--- config.mk ---
export PLATFORM = sky130hd
export DESIGN_NAME = riscv_lsu
export DESIGN_NICKNAME = d
export VERILOG_FILES = /design/src/rtl/riscv_lsu_pkg.sv /design/src/rtl/riscv_lsu_align.sv /design/src/rtl/riscv_lsu.sv
export SDC_FILE = /design/constraint.sdc
export NUM_CORES = 1
export LEC_CHECK = 0
export ABC_CLOCK_PERIOD_IN_PS = 2950
export CAP_MARGIN = 20
export CORE_AREA = 4 4 118 120
export DETAILED_ROUTE_END_ITERATION = 16
export DIE_AREA = 0 0 122 124
export PLACE_DENSITY = 0.85
export SETUP_SLACK_MARGIN = 0.3
export SLEW_MARGIN = 20
export SYNTH_ARGS = -nofsm -noshare
export SYNTH_HDL_FRONTEND = slang
export SYNTH_SLANG_ARGS = --single-unit
export TNS_END_PERCENT = 50
--- constraint.sdc ---
create_clock -name clk -period 2.95 [get_ports clk]
set_clock_uncertainty 0.1 [all_clocks]
set_input_delay 0.885 -clock clk [delete_from_list [all_inputs] [get_ports clk]]
set_output_delay 0.885 -clock clk [all_outputs]
set_load 0.1 [all_outputs]
--- src/rtl/riscv_lsu_pkg.sv ---
// Shared encodings for the load/store unit: funct3 width codes, FSM state constants
// and the request legality check.
package riscv_lsu_pkg;

  localparam logic [2:0] F3_B  = 3'b000;
  localparam logic [2:0] F3_H  = 3'b001;
  localparam logic [2:0] F3_W  = 3'b010;
  localparam logic [2:0] F3_BU = 3'b100;
  localparam logic [2:0] F3_HU = 3'b101;

  localparam logic [1:0] ST_IDLE = 2'd0;
  localparam logic [1:0] ST_BUS  = 2'd1;
  localparam logic [1:0] ST_RESP = 2'd2;

  localparam int unsigned CNT_W = 8;

  // True when the request must be answered with an error and never reach the bus.
  function automatic logic req_bad(input logic write, input logic [2:0] funct3,
                                   input logic [1:0] addr_lo);
    logic illegal;
    logic misaligned;
    if (write) illegal = (funct3 != F3_B) && (funct3 != F3_H) && (funct3 != F3_W);
    else       illegal = (funct3 == 3'b011) || (funct3[2:1] == 2'b11);
    case (funct3[1:0])
      2'b01:   misaligned = addr_lo[0];
      2'b10:   misaligned = (addr_lo != 2'b00);
      default: misaligned = 1'b0;
    endcase
    return illegal || misaligned;
  endfunction

endpackage

--- src/rtl/riscv_lsu_align.sv ---
// Combinational lane steering: store replication/strobes and load extract/extend.
module riscv_lsu_align
  import riscv_lsu_pkg::*;
#(
  parameter int unsigned XLEN = 32
) (
  input  logic [2:0]        st_funct3,
  input  logic [1:0]        st_addr_lo,
  input  logic [XLEN-1:0]   st_wdata,
  output logic [XLEN-1:0]   st_lane_data_c,
  output logic [XLEN/8-1:0] st_strb_c,
  input  logic [2:0]        ld_funct3,
  input  logic [1:0]        ld_addr_lo,
  input  logic [XLEN-1:0]   ld_rdata,
  output logic [XLEN-1:0]   ld_data_c
);

  localparam int unsigned NBYTES = XLEN / 8;

  logic [XLEN-1:0] byte_shift;
  logic [XLEN-1:0] half_shift;
  logic [7:0]      ld_byte;
  logic [15:0]     ld_half;

  always_comb begin
    st_lane_data_c = st_wdata;
    st_strb_c      = '1;
    case (st_funct3[1:0])
      2'b00: begin
        st_lane_data_c = {NBYTES{st_wdata[7:0]}};
        st_strb_c      = NBYTES'(1) << st_addr_lo;
      end
      2'b01: begin
        st_lane_data_c = {(NBYTES/2){st_wdata[15:0]}};
        st_strb_c      = st_addr_lo[1] ? NBYTES'(4'b1100) : NBYTES'(4'b0011);
      end
      default: ;
    endcase
  end

  assign byte_shift = ld_rdata >> {ld_addr_lo, 3'b000};
  assign half_shift = ld_rdata >> {ld_addr_lo[1], 4'b0000};
  assign ld_byte    = byte_shift[7:0];
  assign ld_half    = half_shift[15:0];

  always_comb begin
    ld_data_c = ld_rdata;
    case (ld_funct3)
      F3_B:    ld_data_c = {{(XLEN-8){ld_byte[7]}}, ld_byte};
      F3_BU:   ld_data_c = {{(XLEN-8){1'b0}}, ld_byte};
      F3_H:    ld_data_c = {{(XLEN-16){ld_half[15]}}, ld_half};
      F3_HU:   ld_data_c = {{(XLEN-16){1'b0}}, ld_half};
      default: ;
    endcase
  end

endmodule

--- src/rtl/riscv_lsu.sv ---
// RV32I load/store unit: one request at a time, req/ack data bus with timeout,
// registered response with extended load data or a single error flag.
module riscv_lsu
  import riscv_lsu_pkg::*;
#(
  parameter int unsigned XLEN    = 32,
  parameter int unsigned TIMEOUT = 255
) (
  input  logic              clk,
  input  logic              rst,
  input  logic              req_valid,
  output logic              req_ready,
  input  logic              req_write,
  input  logic [2:0]        req_funct3,
  input  logic [XLEN-1:0]   req_addr,
  input  logic [XLEN-1:0]   req_wdata,
  output logic              resp_valid,
  output logic [XLEN-1:0]   resp_rdata,
  output logic              resp_error,
  output logic              bus_req,
  output logic              bus_we,
  output logic [XLEN-1:0]   bus_addr,
  output logic [XLEN-1:0]   bus_wdata,
  output logic [XLEN/8-1:0] bus_wstrb,
  input  logic              bus_ack,
  input  logic              bus_err,
  input  logic [XLEN-1:0]   bus_rdata
);

  localparam logic [CNT_W-1:0] TO_LAST = CNT_W'(TIMEOUT - 1);

  logic [1:0]       state_q, state_d;
  logic [CNT_W-1:0] cnt_q, cnt_d;
  logic [2:0]       f3_q, f3_d;
  logic [1:0]       addr_lo_q, addr_lo_d;

  logic              req_ready_d, resp_valid_d, resp_error_d;
  logic [XLEN-1:0]   resp_rdata_d;
  logic              bus_req_d, bus_we_d;
  logic [XLEN-1:0]   bus_addr_d, bus_wdata_d;
  logic [XLEN/8-1:0] bus_wstrb_d;

  logic [XLEN-1:0]   st_lane_data_c;
  logic [XLEN/8-1:0] st_strb_c;
  logic [XLEN-1:0]   ld_data_c;

  riscv_lsu_align #(.XLEN(XLEN)) u_align (
    .st_funct3      (req_funct3),
    .st_addr_lo     (req_addr[1:0]),
    .st_wdata       (req_wdata),
    .st_lane_data_c (st_lane_data_c),
    .st_strb_c      (st_strb_c),
    .ld_funct3      (f3_q),
    .ld_addr_lo     (addr_lo_q),
    .ld_rdata       (bus_rdata),
    .ld_data_c      (ld_data_c)
  );

  // Next state and next registered outputs; bus outputs are only non-zero while in BUS.
  always_comb begin
    state_d      = state_q;
    cnt_d        = cnt_q;
    f3_d         = f3_q;
    addr_lo_d    = addr_lo_q;
    req_ready_d  = 1'b0;
    resp_valid_d = 1'b0;
    resp_error_d = 1'b0;
    resp_rdata_d = '0;
    bus_req_d    = 1'b0;
    bus_we_d     = 1'b0;
    bus_addr_d   = '0;
    bus_wdata_d  = '0;
    bus_wstrb_d  = '0;
    case (state_q)
      ST_IDLE: begin
        if (req_valid && req_ready) begin
          f3_d      = req_funct3;
          addr_lo_d = req_addr[1:0];
          if (req_bad(req_write, req_funct3, req_addr[1:0])) begin
            state_d      = ST_RESP;
            resp_valid_d = 1'b1;
            resp_error_d = 1'b1;
          end else begin
            state_d     = ST_BUS;
            cnt_d       = '0;
            bus_req_d   = 1'b1;
            bus_we_d    = req_write;
            bus_addr_d  = {req_addr[XLEN-1:2], 2'b00};
            bus_wdata_d = req_write ? st_lane_data_c : '0;
            bus_wstrb_d = req_write ? st_strb_c : '0;
          end
        end else begin
          req_ready_d = 1'b1;
        end
      end
      ST_BUS: begin
        cnt_d       = cnt_q + CNT_W'(1);
        bus_req_d   = 1'b1;
        bus_we_d    = bus_we;
        bus_addr_d  = bus_addr;
        bus_wdata_d = bus_wdata;
        bus_wstrb_d = bus_wstrb;
        // Error beats ack; ack beats a timeout expiring in the same cycle.
        if (bus_err || bus_ack || (cnt_q == TO_LAST)) begin
          state_d      = ST_RESP;
          resp_valid_d = 1'b1;
          bus_req_d    = 1'b0;
          bus_we_d     = 1'b0;
          bus_addr_d   = '0;
          bus_wdata_d  = '0;
          bus_wstrb_d  = '0;
          if (bus_err || !bus_ack) resp_error_d = 1'b1;
          else if (!bus_we)        resp_rdata_d = ld_data_c;
        end
      end
      ST_RESP: begin
        state_d     = ST_IDLE;
        req_ready_d = 1'b1;
      end
      default: state_d = ST_IDLE;
    endcase
  end

  always_ff @(posedge clk) begin
    if (rst) begin
      state_q    <= ST_IDLE;
      cnt_q      <= '0;
      f3_q       <= '0;
      addr_lo_q  <= '0;
      req_ready  <= 1'b0;
      resp_valid <= 1'b0;
      resp_error <= 1'b0;
      resp_rdata <= '0;
      bus_req    <= 1'b0;
      bus_we     <= 1'b0;
      bus_addr   <= '0;
      bus_wdata  <= '0;
      bus_wstrb  <= '0;
    end else begin
      state_q    <= state_d;
      cnt_q      <= cnt_d;
      f3_q       <= f3_d;
      addr_lo_q  <= addr_lo_d;
      req_ready  <= req_ready_d;
      resp_valid <= resp_valid_d;
      resp_error <= resp_error_d;
      resp_rdata <= resp_rdata_d;
      bus_req    <= bus_req_d;
      bus_we     <= bus_we_d;
      bus_addr   <= bus_addr_d;
      bus_wdata  <= bus_wdata_d;
      bus_wstrb  <= bus_wstrb_d;
    end
  end

endmodule
==> out/qor.yml <==
status:
  status: "completed"
pwr:
  power_frac_comb: 0.126
  netSwitchingFraction: 0.238
  ir_drop_uv: 370
  p_int_w: 0.00331
  p_leak_nw: 3.17
  power_frac_seq: 0.376
  p_sw_w: 0.00103
  clockPowerShare: 0.498
  pwr_density_cell_nw_per_um2: 571
drt:
  antenna_left: 0
  vias: 4796
  post_drt_wl_per_cell_um: 15.7
  drc: 0
  drt_wl_total_um: 14900
  firstDrtPassIters: 5
  drt-initial-drc-count: 285
  routed_via_density: 5.06
critical_path:
  cp_top_family: "simple AND/OR/NAND/NOR gates"
  worstPathCellList: "dlygate4sd2_1 -> buf_4 -> ha_1 -> or4b_1 -> nand3_2 -> or2_4 -> nor3_4 -> buf_12 -> a22o_1"
  worstSetupPathType: "input pin to flip-flop"
  cp-start-kind: "input pin"
  slowest_stage: "or4b_1"
  end_kind: "flip-flop"
  required_ns: 3.15
  cpPeakStageDelay_ns: 0.52
  cp_max_fo: 30
  cp_num_buf_inv: 3
  worstPathArrival_ns: 2.72
global_routing:
  busiest_layer: "met2"
  grt-ovfl-total: 0
  antenna_found_initial: 0
  use_met1: 0.232
  gr-usage-met2: 0.310
  track_usage: 0.191
  grt_pass1_wl_um: 22700
  first_global_vias: 4567
  use_met3: 0.0627
  grt_max_degree: 46
clock_tree:
  numCtsBuffers: 17
  insertion_delay_ns: 0.41
  clockBufferDepth: 2
  htree_num_levels: 4
  ctsHoldBuffers: 0
  cts.clk_slew.worst_paths_ns: 0.05
  cts.sinks: 118
  cts_root_buffer: "clkbuf_16"
  cts_tree: "yes"
timing:
  final-hold-violation-count: 0
  clock.fmax_mhz: 396
  period_share: 0.856
  rsz0062_at_grt: "false"
  finalCriticalPeriod_ns: 2.52
  max_slew_margin: 0.622
  fin_ws_ns: 0.426
  setup_viol: 0
  slew_viol_final: 0
  worst_slew_pin_slew_ns: 0.562
cells_and_area:
  area_delta_synth_final_pct: 58.8
  n_antenna_cell: 0
  final_common_cell: "buf_4"
  final_nets: 870
  final_cell_mix: "buf_4 (137), dfxtp_1 (118), clkdlybuf4s50_1 (102)"
  drive_above_1_share: 0.249
  utilization: 0.587
logic_synthesis:
  ys_types: 51
  ys_seq_elements: 118
  synth_top_area_frac: 0.493
  avgSynthCellArea_sq_um: 8.98
  netlist.top_cell.by_area: "dfxtp_1"
  yosysWarnings: 0
  ys_top_cells_by_area: "dfxtp_1 (49%), a22o_1 (9.0%), nand2_1 (6.1%)"
  synthCells: 534
  async_flop_share: 0
  syn_area_sq_um: 4790
  synth_edf_count: 0
  synthFlopType: "dfxtp_1"
  synth-seq-area-share: 0.493
die:
  fp.dieW_um: 122
  die_h_um: 124
  start_util: 0.369
  io_pins: 210
  die_area_sq_um: 15100
  row_count: 42
  core-area_sq_um: 13000
place:
  post-dp-hpwl_um: 10900
  gp_congestion: 0.825
  numPortBuffers: 207
  pre_cts_slack_ns: -0.543
run:
  max_cap_violations: 0
min_path:
  hp-class: "flip-flop to flip-flop"
## flip-flops by register name, indices dropped and copies added (netlist names)
name and count:
addr_lo_q 2, bus_addr 30, bus_req 1, bus_wdata 32, bus_we 1, bus_wstrb 4
cnt_q 8, f3_q 3, req_ready 1, resp_error 1, resp_rdata 32, resp_valid 1
state_q 2
## worst reg2reg max path, stage by stage (launching register included)
cell	delay [ns]
dfxtp_1	0.44
ha_1	0.21
nand2_1	0.06
o31ai_1	0.48
nor2_4	0.15
buf_12	0.22
a22o_1	0.27
## area by class of cell
type	instances	area, sq um
Fill cell	1128	5370
Sequential cell	118	2360
Multi-Input combinational cell	367	2260
Timing Repair Buffer	243	2110
Clock buffer	24	472
Tap cell	176	220
Clock inverter	8	146
Inverter	12	45.0
## power by group through the flow
stage               sequential [W]  clock, W  combinational [W]
floorplan                  0.00176         0           0.000192
global placement           0.00167         0           0.000533
detailed placement         0.00167         0           0.000537
CTS                        0.00163   0.00219           0.000546
global route               0.00164   0.00226           0.000585
finish                     0.00163   0.00217           0.000547
## kinds of logic after synthesis
| kind of cell | Yosys count | synth area share |
|---|---|---|
| other | 1 | 0.000782 |
| adders and majority gates | 6 | 0.0157 |
| DFF | 118 | 0.493 |
| xor gates and xnor gates | 1 | 0.00183 |
| muxes | 17 | 0.0355 |
| AOI/OAI and AO/OA | 172 | 0.245 |
| and+or+nand+nor | 169 | 0.162 |
| buffers and inverters | 50 | 0.0465 |
## final timing paths
| path | start | end | slack [ns] | depth (start not counted) |
|---|---|---|---|---|
| setup / recovery | req_funct3[1] | bus_addr[25]$_SDFFE_PP0P_ | 0.43 | 9 |
| hold / removal | bus_wdata[12]$_SDFFE_PP0P_ | bus_wdata[12]$_SDFFE_PP0P_ | 0.36 | 2 |
| setup reg to reg | cnt_q[1]$_SDFFE_PP0P_ | bus_wdata[2]$_SDFFE_PP0P_ | 0.92 | 6 |
| hold reg to reg | bus_wdata[12]$_SDFFE_PP0P_ | bus_wdata[12]$_SDFFE_PP0P_ | 0.36 | 2 |
## per-stage QoR
step / cell area, sq um / power, W / instances / setup TNS (ns) / hold WS [ns]
2_1_floorplan: 4820 / 0.00196 / 535 / 0 / 0.335
3_3_place_gp: 6950 / 0.00220 / 913 / -18.73 / 0.339
3_5_place_dp: 6950 / 0.00220 / 913 / -20.20 / 0.344
4_1_cts: 7610 / 0.00437 / 948 / 0 / 0.356
5_1_grt: 7610 / 0.00448 / 948 / 0 / 0.377
6_report: 7610 / 0.00435 / 948 / 0 / 0.356
## cells in the mapped netlist, types with 7 or more instances
library cell	count
dfxtp_1	118
nand2_1	78
a22o_1	49
nor2_1	44
o21ai_0	42
a21oi_1	40
clkbuf_1	21
mux2i_1	17
inv_1	12
buf_2	10
nor3_1	9
o21ai_2	9
nand3_1	8
and3_1	7
## routing by layer
| layer | vias to the layer above | part of all wire |
|---|---|---|
| met2 | 192 | 0.49 |
| li1 | 2354 | - |
| met4 | 0 | 0.026 |
| met1 | 2215 | 0.41 |
| met5 | - | 0 |
| met3 | 35 | 0.076 |
## repair_timing
action / in CTS / in global routing
pin swaps: 2 / 0
setup buffers: 3 / 0
setup endpoints to repair: 64 / 1
gates resized for setup: 9 / 1
Note: power is estimated with default switching activity, not from simulation.
